## src/rtl/vga_pkg.sv

```systemverilog
// Shared timing constants and types for the 640x480 @ 60 Hz scan path.
package vga_pkg;

    localparam int unsigned H_VISIBLE_DEF = 640;
    localparam int unsigned H_FP_DEF      = 16;
    localparam int unsigned H_SYNC_DEF    = 96;
    localparam int unsigned H_BP_DEF      = 48;
    localparam int unsigned V_VISIBLE_DEF = 480;
    localparam int unsigned V_FP_DEF      = 10;
    localparam int unsigned V_SYNC_DEF    = 2;
    localparam int unsigned V_BP_DEF      = 33;
    localparam int unsigned CLK_DIV_DEF   = 2;

    localparam int unsigned H_TOTAL  = H_VISIBLE_DEF + H_FP_DEF + H_SYNC_DEF + H_BP_DEF;
    localparam int unsigned V_TOTAL  = V_VISIBLE_DEF + V_FP_DEF + V_SYNC_DEF + V_BP_DEF;
    localparam int unsigned HS_START = H_VISIBLE_DEF + H_FP_DEF;
    localparam int unsigned HS_END   = HS_START + H_SYNC_DEF - 1;
    localparam int unsigned VS_START = V_VISIBLE_DEF + V_FP_DEF;
    localparam int unsigned VS_END   = VS_START + V_SYNC_DEF - 1;

    typedef logic [9:0] coord_t;

    typedef struct packed {
        logic [7:0] r;
        logic [7:0] g;
        logic [7:0] b;
    } rgb_t;

endpackage

```

## src/rtl/vga_scan_gen.sv

```systemverilog
// Pixel divider, scan counters, sync/blank decode and DAC output registers.
// Also produces the per-frame strobe and frame counter used as the game tick.
module vga_scan_gen
    import vga_pkg::*;
#(
    parameter int unsigned H_VISIBLE = H_VISIBLE_DEF,
    parameter int unsigned H_FP      = H_FP_DEF,
    parameter int unsigned H_SYNC    = H_SYNC_DEF,
    parameter int unsigned H_BP      = H_BP_DEF,
    parameter int unsigned V_VISIBLE = V_VISIBLE_DEF,
    parameter int unsigned V_FP      = V_FP_DEF,
    parameter int unsigned V_SYNC    = V_SYNC_DEF,
    parameter int unsigned V_BP      = V_BP_DEF,
    parameter int unsigned CLK_DIV   = CLK_DIV_DEF
) (
    input  logic        Clk,
    input  logic        Reset_n,
    input  logic [7:0]  Red,
    input  logic [7:0]  Green,
    input  logic [7:0]  Blue,
    output logic [9:0]  DrawX,
    output logic [9:0]  DrawY,
    output logic        pix_ce,
    output logic        frame_start,
    output logic [15:0] frame_count,
    output logic        VGA_CLK,
    output logic        VGA_HS,
    output logic        VGA_VS,
    output logic        VGA_BLANK_N,
    output logic [7:0]  VGA_R,
    output logic [7:0]  VGA_G,
    output logic [7:0]  VGA_B
);

    localparam int unsigned HTotal  = H_VISIBLE + H_FP + H_SYNC + H_BP;
    localparam int unsigned VTotal  = V_VISIBLE + V_FP + V_SYNC + V_BP;
    localparam int unsigned HsStart = H_VISIBLE + H_FP;
    localparam int unsigned HsEnd   = HsStart + H_SYNC - 1;
    localparam int unsigned VsStart = V_VISIBLE + V_FP;
    localparam int unsigned VsEnd   = VsStart + V_SYNC - 1;
    localparam int unsigned DivW    = $clog2(CLK_DIV);

    logic [DivW-1:0] div_cnt_q, div_cnt_d;
    coord_t          draw_x_q, draw_x_d;
    coord_t          draw_y_q, draw_y_d;
    logic            vga_clk_q;
    logic            vga_hs_q, vga_vs_q, vga_blank_n_q;
    rgb_t            rgb_q, rgb_d;
    logic            frame_start_q;
    logic [15:0]     frame_count_q;

    logic pix_ce_w;
    logic x_last, y_last, frame_wrap;
    logic hs_d, vs_d, vis_d;

    always_comb begin
        pix_ce_w   = (div_cnt_q == DivW'(CLK_DIV - 1));
        div_cnt_d  = pix_ce_w ? '0 : div_cnt_q + 1'b1;

        x_last     = (draw_x_q == coord_t'(HTotal - 1));
        y_last     = (draw_y_q == coord_t'(VTotal - 1));
        frame_wrap = pix_ce_w && x_last && y_last;

        draw_x_d = draw_x_q;
        draw_y_d = draw_y_q;
        if (pix_ce_w) begin
            if (x_last) begin
                draw_x_d = '0;
                draw_y_d = y_last ? '0 : draw_y_q + 1'b1;
            end else begin
                draw_x_d = draw_x_q + 1'b1;
            end
        end

        // Decode uses the pixel currently presented to color_mapper, so the
        // registered sync/blank line up with the registered colour.
        hs_d  = !((draw_x_q >= coord_t'(HsStart)) && (draw_x_q <= coord_t'(HsEnd)));
        vs_d  = !((draw_y_q >= coord_t'(VsStart)) && (draw_y_q <= coord_t'(VsEnd)));
        vis_d = (draw_x_q < coord_t'(H_VISIBLE)) && (draw_y_q < coord_t'(V_VISIBLE));

        rgb_d = vis_d ? rgb_t'{r: Red, g: Green, b: Blue} : '0;
    end

    always_ff @(posedge Clk) begin
        if (!Reset_n) begin
            div_cnt_q     <= '0;
            draw_x_q      <= '0;
            draw_y_q      <= '0;
            vga_clk_q     <= 1'b0;
            vga_hs_q      <= 1'b1;
            vga_vs_q      <= 1'b1;
            vga_blank_n_q <= 1'b0;
            rgb_q         <= '0;
            frame_start_q <= 1'b0;
            frame_count_q <= '0;
        end else begin
            div_cnt_q     <= div_cnt_d;
            // One-cycle lag puts the rising edge of VGA_CLK on the pix_ce edge.
            vga_clk_q     <= (div_cnt_q >= DivW'(CLK_DIV / 2));
            draw_x_q      <= draw_x_d;
            draw_y_q      <= draw_y_d;
            frame_start_q <= frame_wrap;
            if (pix_ce_w) begin
                vga_hs_q      <= hs_d;
                vga_vs_q      <= vs_d;
                vga_blank_n_q <= vis_d;
                rgb_q         <= rgb_d;
            end
            if (frame_wrap) begin
                frame_count_q <= frame_count_q + 16'd1;
            end
        end
    end

    assign pix_ce      = pix_ce_w;
    assign DrawX       = draw_x_q;
    assign DrawY       = draw_y_q;
    assign frame_start = frame_start_q;
    assign frame_count = frame_count_q;
    assign VGA_CLK     = vga_clk_q;
    assign VGA_HS      = vga_hs_q;
    assign VGA_VS      = vga_vs_q;
    assign VGA_BLANK_N = vga_blank_n_q;
    assign VGA_R       = rgb_q.r;
    assign VGA_G       = rgb_q.g;
    assign VGA_B       = rgb_q.b;

endmodule

```

## config.mk

```make
export PLATFORM = sky130hd
export DESIGN_NAME = vga_scan_gen
export DESIGN_NICKNAME = d
export VERILOG_FILES = /design/src/rtl/vga_pkg.sv /design/src/rtl/vga_scan_gen.sv
export SDC_FILE = /design/constraint.sdc
export NUM_CORES = 1
export LEC_CHECK = 0
export CAP_MARGIN = 25
export CORE_AREA = 2 2 80 82
export DETAILED_ROUTE_END_ITERATION = 16
export DIE_AREA = 0 0 82 84
export GPL_TIMING_DRIVEN = 0
export HOLD_SLACK_MARGIN = 0.03
export PLACE_DENSITY_LB_ADDON = 0.2
export SLEW_MARGIN = 10
export SYNTH_ARGS = -nofsm -noshare
export SYNTH_HDL_FRONTEND = slang
export SYNTH_SLANG_ARGS = --single-unit
export TNS_END_PERCENT = 50
```

## constraint.sdc

```tcl
create_clock -name Clk -period 2.8 [get_ports Clk]
set_clock_uncertainty 0.05 [all_clocks]
set_input_delay 0.28 -clock Clk [delete_from_list [all_inputs] [get_ports Clk]]
set_output_delay 0.28 -clock Clk [all_outputs]
set_load 0.03 [all_outputs]
```

---- Yosys cells after proc, flatten, opt, wreduce, memory -nomap -nowiden ----
Index checks and enable logic that the tools add are counted.
storage, ports and cells
  register bits ........................... 66
  logic and storage cells ................. 38
operators by class
  reduce and logical (&&, ||, !) cells .... 9
  magnitude comparators ................... 7
  muxes and demuxes ....................... 3
  add/sub/neg operators ................... 4
  eq/ne operators ......................... 2
  bitwise gates (word level) .............. 1
operator list
  operator                                                          number
  2-to-1 mux 24 bit                                                 1
  adder 10 x 1 -> 10 bit (second input constant)                    2
  equality test 10 bit (second input constant)                      2
  2-to-1 mux 10 bit                                                 2
  adder 16 x 1 -> 16 bit (second input constant)                    1
  >= comparator 10 bit (second input constant)                      1
  >= comparator 10 x 9 -> 1 bit (second input constant)             1
  less-or-equal comparator 10 bit (second input constant)           1
  less-or-equal comparator 10 x 9 -> 1 bit (second input constant)  1
  < comparator 10 bit (second input constant)                       1
  < comparator 10 x 9 -> 1 bit (second input constant)              1
  logical AND 1 bit                                                 5
  zero test 1 bit                                                   2
  AND reduction 2 bit                                               1
  OR reduction 2 bit                                                1
  adder 1 bit (second input constant)                               1
  >= comparator 1 bit (second input constant)                       1
  NOT 1 bit                                                         1

---- Depth between registers and ports, before layout ----
Gate-level depths: netlist of the first run.
  depth in word-level cells ............... 3
  depth in mapped cells ................... 8
  gate-level depth less buffers ........... 6

---- Worst setup path after synthesis of the first run ----
No wires, ideal clock.
  path type ............................... register to register
  from .................................... register draw_x_q[1], in the netlist DrawX[1]
  to ...................................... register frame_count_q[7], in the netlist frame_count[7]
  path slack .............................. 729 ps
  clock period less this slack ............ 2071 ps
  setup time .............................. 71 ps
  buffers on the path ..................... 2
  arrival time ............................ 1951 ps
  stages on the path, launching flop included .. 8
  cell sequence ........................... dfxtp_1 > ha_1 > and4_1 > buf_4 > nand4_2 > buf_6 > or4_1 > a21oi_1
between the ends
  word-level cells in the longest chain between the ends .. 3
ends and longest elaborated chain
  element                         line                 RTL
  start: declaration              vga_scan_gen.sv:44   coord_t draw_x_q, draw_x_d;
  start signal: assignment        vga_scan_gen.sv:100  draw_x_q <= draw_x_d;
  equality test 10 bit            vga_scan_gen.sv:60   x_last = (draw_x_q == coord_t'(HTotal - 1));
  logical AND 1 bit (2 in a row)  vga_scan_gen.sv:62   frame_wrap = pix_ce_w && x_last && y_last;
  end signal: assignment          vga_scan_gen.sv:110  frame_count_q <= frame_count_q + 16'd1;
  end: declaration                vga_scan_gen.sv:50   logic [15:0] frame_count_q;
No other way between the ends.
A chain may end at the register's enable or synchronous reset.

---- Worst setup path after layout of the first run ----
  from .................................... register draw_x_q[0], in the netlist DrawX[0]
  to ...................................... register frame_count_q[12], in the netlist frame_count[12]
The elaborated chain is that of the path after synthesis.

==> impl_metrics.ini, run 1 <==
[route]
wire_per_inst_um = 15.1
dr.pass1.iters = 4
detailedRoute.firstIterationViolations = 110
vias_per_cell = 5.49
antenna_left = 0
wl_mm = 7.24
vias = 2625
drc = 0

[worst_setup_path]
crit_fanout = 10
path_class = reg -> reg
crit_required_ns = 2.96
crit_buf_inv = 3
max_stage_delay_ns = 0.42
arrival_ns = 2.37
worstReg2RegEnd = frame_count[12]
critPathSlowestCell = dfxtp_1
ff2ff_setup_slack_ns = 0.59
path_delay_family = buffers and inverters
worstSetupEndpointType = register
cp_num_cells = 8
reg2reg_depth = 8
worstPathCellList = ha_1 -> and4_1 -> buf_4 -> nand4_2 -> buf_6 -> clkbuf_1 -> o31ai_1 -> a21oi_1
r2r_start = DrawX[0]
critPathLaunchType = register

[power_and_ir_drop]
power_leakage_nw = 1.39
power_density_nw_per_um2 = 470
ir_worst_vdd_v = 0.000373

[global_routing]
grt_pass1_vias = 2665
gr-total-overflow = 0
grt_max_degree = 13
grt_pass1_wl_mm = 12.4
antenna_found_initial = 0
grt.total_usage = 0.230

[placed_design]
place_congestion = 0.898
dp_hpwl_mm = 5.24
io_buffers = 91
placedInstanceArea_um2 = 3820

[clock_tree]
cts_tree = yes
clock_latency_ns = 0.34
cts_setup_buffers = 0
clock_sinks = 66
htreeDepth = 3
clk_pin_slew_ns = 0.07
ctsHoldBuffers = 0
cts_root_buf = clkbuf_8
cts.path.max_buffers = 2
numCtsBuffers = 9
cts_resized = 0

[timing]
tightest_slew_ns = 0.693
fin_tns_setup_ns = 0
timing.fmax_mhz = 453
hold_viol = 0
layout_min_cycle_time_ns = 2.21
period_share = 0.789
finalMaxSlewViolations = 0
fin_hold_ws_ns = 0.400
rsz0062_at_grt = no
setup_violations = 0
slew_headroom = 0.535

[floorplan]
start_util = 0.462
die_x_um = 82
rows = 29
core_area_um2 = 6100
dieArea_um2 = 6890
ioPinCount = 92
die-height_um = 84

[synthesis]
synth_seq_area_share = 0.469
synth.largest_area_cell = dfxtp_1
syn_area_um2 = 2820
synth_fp_nets = 326
syn_area_per_cell_um2 = 9.58
ys_ff_latch = 66
synth_most_common_cell = dfxtp_1
async_reset_ff_frac = 0
syn_inst = 294
synth_top_cell_area_share = 0.469
ys_top_cells_by_count = dfxtp_1 (66), a21oi_1 (24), a22o_1 (24), nand3_1 (18)
ys_types = 39
yosys-top-cells-area = dfxtp_1 (47%), a22o_1 (7.5%), a21oi_1 (4.3%)
synth_enable_flop_cells = 0
yosys_warnings = 0
synth_ff_type = dfxtp_1

[min_path]
min_to = VGA_HS
hold_class = reg -> reg
min_delay_path_depth = 2
worstHoldStart = VGA_HS

[final_layout]
postLayoutCellArea_um2 = 4000
synthToLayoutAreaGrowth_pct = 41.8
fillers = 524
drive_gt1_frac = 0.0673
multi_input_area_um2 = 1360
diodes = 0
seq_area_um2 = 1320
nets = 428

[flow_run]
maxCapViolCount = 0

[status]
outcome = finished clean
## placed cells by master (no fill, tap or decap), drive strengths merged, types with 8 or more instances in the layout
cell type,count
o21ai,8
nand2,9
buf,8
nand4,11
a22o,24
dfxtp,66
or4,16
clkbuf,21
nand3,18
a21oi,24
inv,10
o31ai,16
nor2,16
clkdlybuf4s50,91
## stage by stage
| step | power (W) | setup slack [ns] | std cells | util |
|---|---|---|---|---|
| 6_report | 0.00188 | 0.591 | 478 | 0.655 |
| 5_1_grt | 0.00196 | 0.409 | 478 | 0.655 |
| 4_1_cts | 0.00190 | 0.596 | 478 | 0.655 |
| 3_5_place_dp | 0.00120 | 0.457 | 462 | 0.627 |
| 3_3_place_gp | 0.00120 | 0.502 | 462 | 0.627 |
| 2_1_floorplan | 0.00110 | 0.729 | 294 | - |
## power breakdown
group,internal (W),total [W],switching [W]
logic,0.0000954,0.000200,0.000105
registers,0.000965,0.000981,0.0000158
clock network,0.000317,0.000697,0.000380
## cell type report
| class | count | share of cell area |
|---|---|---|
| plain buffers | 20 | 0.0251 |
| clock buffers | 9 | 0.0310 |
| clock inverters | 7 | 0.0116 |
| inverters | 10 | 0.00940 |
| multi-input cells | 198 | 0.340 |
| flip-flops and latches | 66 | 0.331 |
| well taps | 77 | 0.0241 |
| repair buffers | 91 | 0.228 |
## worst reg2reg max path, cell delays in order, from the launching register on
cell	delay, ns
dfxtp_1	0.42
ha_1	0.25
and4_1	0.21
buf_4	0.14
nand4_2	0.15
buf_6	0.19
clkbuf_1	0.25
o31ai_1	0.31
a21oi_1	0.09
## per-layer routing
layer  GRT usage  part of all wire
met1       0.293              0.45
met2       0.367              0.49
met3      0.0606             0.044
met4      0.0909             0.019
met5           0                 0
## worst max path at each step
stage | from | end | slack [ns]
finish | DrawX[0] | frame_count[12] | 0.59
global route | DrawX[1] | DrawY[3] | 0.41
CTS | DrawX[0] | frame_count[6] | 0.60
detailed placement | Reset_n | VGA_R[6] | 0.46
global placement | Reset_n | VGA_R[3] | 0.50
floorplan | DrawX[1] | frame_count[7] | 0.73
## registers in the layout, indices dropped and copies added (netlist names)
register,cells
DrawX,10
DrawY,10
VGA_B,8
VGA_BLANK_N,1
VGA_CLK,1
VGA_G,8
VGA_HS,1
VGA_R,8
VGA_VS,1
frame_count,16
frame_start,1
pix_ce,1
## cell families (layout without fill, tap and decap cells)
| group | after synthesis | in the layout | synth area share |
|---|---|---|---|
| AOI/OAI and AO/OA | 77 | 77 | 0.188 |
| xor gates and xnor gates | 12 | 12 | 0.0373 |
| adders and majority gates | 6 | 6 | 0.0266 |
| buffers and inverters | 30 | 137 | 0.0488 |
| DFF | 66 | 66 | 0.469 |
| and+or+nand+nor | 103 | 103 | 0.230 |
No activity file was read; power rests on OpenSTA's default activity.
==> inputs of run 2 (changes only) <==
--- a/config.mk
+++ b/config.mk
@@ -6,9 +6,9 @@
 export NUM_CORES = 1
 export LEC_CHECK = 0
 export CAP_MARGIN = 25
-export CORE_AREA = 2 2 80 82
+export CORE_AREA = 2 2 82 84
 export DETAILED_ROUTE_END_ITERATION = 16
-export DIE_AREA = 0 0 82 84
+export DIE_AREA = 0 0 84 86
 export GPL_TIMING_DRIVEN = 0
 export HOLD_SLACK_MARGIN = 0.03
 export PLACE_DENSITY_LB_ADDON = 0.2
==> constraint.sdc (replaced) <==
create_clock -name Clk -period 2.2 [get_ports Clk]
set_clock_uncertainty 0.05 [all_clocks]
set_input_delay 0.22 -clock Clk [delete_from_list [all_inputs] [get_ports Clk]]
set_output_delay 0.22 -clock Clk [all_outputs]
set_load 0.03 [all_outputs]
==> run 2 against run 1 <==
Against the previous run:
- combinational power is 28% higher
- design area grew 0.22%
- setup slack worse by 0.44 ns
- worst hold slack improved by 0.0094 ns
- via count increased by 2.2%
- final cell count unchanged
- utilization down 1.8 points
- total power is 26% higher
- die area is 4.9% higher
- sequential share of layout area about the same
- non-clock buffer count is 1 higher
- critical endpoint is now frame_count[15]
==> impl_metrics.ini, run 2 (synthesis gave the netlist of run 1 again) <==
[status]
outcome = finished clean

[timing]
layout_min_cycle_time_ns = 2.04
finalMaxSlewViolations = 0
timing.fmax_mhz = 489
hold_viol = 0
fin_hold_ws_ns = 0.409
slew_headroom = 0.591
tightest_slew_ns = 0.611
setup_violations = 0
period_share = 0.929
fin_tns_setup_ns = 0

[route]
vias = 2683
dr.pass1.iters = 4
antenna_left = 0
wl_mm = 7.48
detailedRoute.firstIterationViolations = 117
wire_per_inst_um = 15.6
vias_per_cell = 5.61
drc = 0

[final_layout]
synthToLayoutAreaGrowth_pct = 42.1
postLayoutCellArea_um2 = 4000
layout_commonest_cell = clkdlybuf4s50_1
drive_gt1_frac = 0.0798
final_cell_mix = clkdlybuf4s50_1 (91), dfxtp_1 (64), a21oi_1 (24), a22o_1 (24), nand3_1 (18)
diodes = 0
largest_reg_flops = 16
nets = 429

[min_path]
hold_class = reg -> reg
min_delay_path_depth = 2
worstHoldStart = VGA_HS
min_to = VGA_HS

[floorplan]
core_area_um2 = 6280
start_util = 0.449
ioPinCount = 92
die-height_um = 86
dieArea_um2 = 7220
rows = 29
die_x_um = 84

[clock_tree]
cts_root_buf = clkbuf_8
clk_pin_slew_ns = 0.07
clock_sinks = 66
htreeDepth = 3
ctsHoldBuffers = 0
cts.path.max_buffers = 2
cts_tree = yes
clock_latency_ns = 0.34
numCtsBuffers = 9

[worst_setup_path]
worstSetupEndpointType = register
crit_required_ns = 2.42
arrival_ns = 2.26
crit_fanout = 5
worstReg2RegEnd = frame_count[15]
critPathLaunchType = register
path_class = reg -> reg
r2r_start = DrawY[0]
reg2reg_depth = 7
ff2ff_setup_slack_ns = 0.16
crit_start = DrawY[0]

[placed_design]
placedInstanceArea_um2 = 3820
io_buffers = 91
dp_hpwl_mm = 5.39
place_congestion = 0.839

[flow_run]
maxCapViolCount = 0

[power_and_ir_drop]
power_leakage_nw = 1.42
ir_worst_vdd_v = 0.000414
power_density_nw_per_um2 = 590
p_total_w = 0.00236

[global_routing]
grt_max_degree = 12
antenna_found_initial = 0
gr-total-overflow = 0
grt_pass1_vias = 2563
grt.total_usage = 0.209
grt_pass1_wl_mm = 12.4
## run 2: cell types whose count changed in the layout (fill, tap and decap cells not counted), sizes merged
cell,before,now
buf,8,9
clkinvlp,3,2
## run 2: where the power goes
| part | switching [W] | internal [W] |
|---|---|---|
| logic | 0.000135 | 0.000122 |
| clock network | 0.000462 | 0.000394 |
| registers | 0.0000204 | 0.00123 |
| total | 0.000617 | 0.00174 |
## run 2: area by class of cell
cell class / instances / area, um2
Buffer: 20 / 101
Clock buffer: 9 / 124
Clock inverter: 6 / 35.0
Fill cell: 538 / 2270
Inverter: 10 / 37.5
Multi-Input combinational cell: 198 / 1370
Sequential cell: 66 / 1320
Tap cell: 77 / 96.3
Timing Repair Buffer: 92 / 918
## run 2: metal layers
layer	share of wire	track usage	up-vias
met3	0.047	0.0395	7
met1	0.45	0.276	1287
met4	0.011	0.0762	0
li1	-	-	1312
met5	0	0	-
met2	0.49	0.344	77
## run 2: worst max-delay path by stage
stage                      end  cells past startpoint
2_1_floorplan   frame_count[9]                      7
3_3_place_gp          VGA_G[6]                      6
3_5_place_dp          VGA_G[4]                      6
4_1_cts         frame_count[3]                      8
5_1_grt        frame_count[15]                      7
6_report       frame_count[15]                      7
## run 2: repair_timing
action | 4_1_cts | 5_1_grt
endpoints found under the hold margin | 0 | 0
setup endpoints to repair | 6 | 13
buffers inserted | 0 | 1
pin swaps | 0 | 1
resized for setup | 1 | 5
## run 2: critical path, cell delays in order (launching register included)
cell and delay (ns):
dfxtp_1 0.35, inv_1 0.15, ha_1 0.18, nor4b_4 0.23, nand4_2 0.18, buf_4 0.19
or4_1 0.50, a21oi_1 0.15
## run 2: per-stage QoR
stage	util	worst slack, ns	std cells
after floorplan	-	0.129	294
after global placement	0.609	-0.0513	462
after detailed placement	0.609	-0.129	462
after global routing	0.638	-0.00410	478
final	0.638	0.155	478
after CTS	0.635	0.0267	477
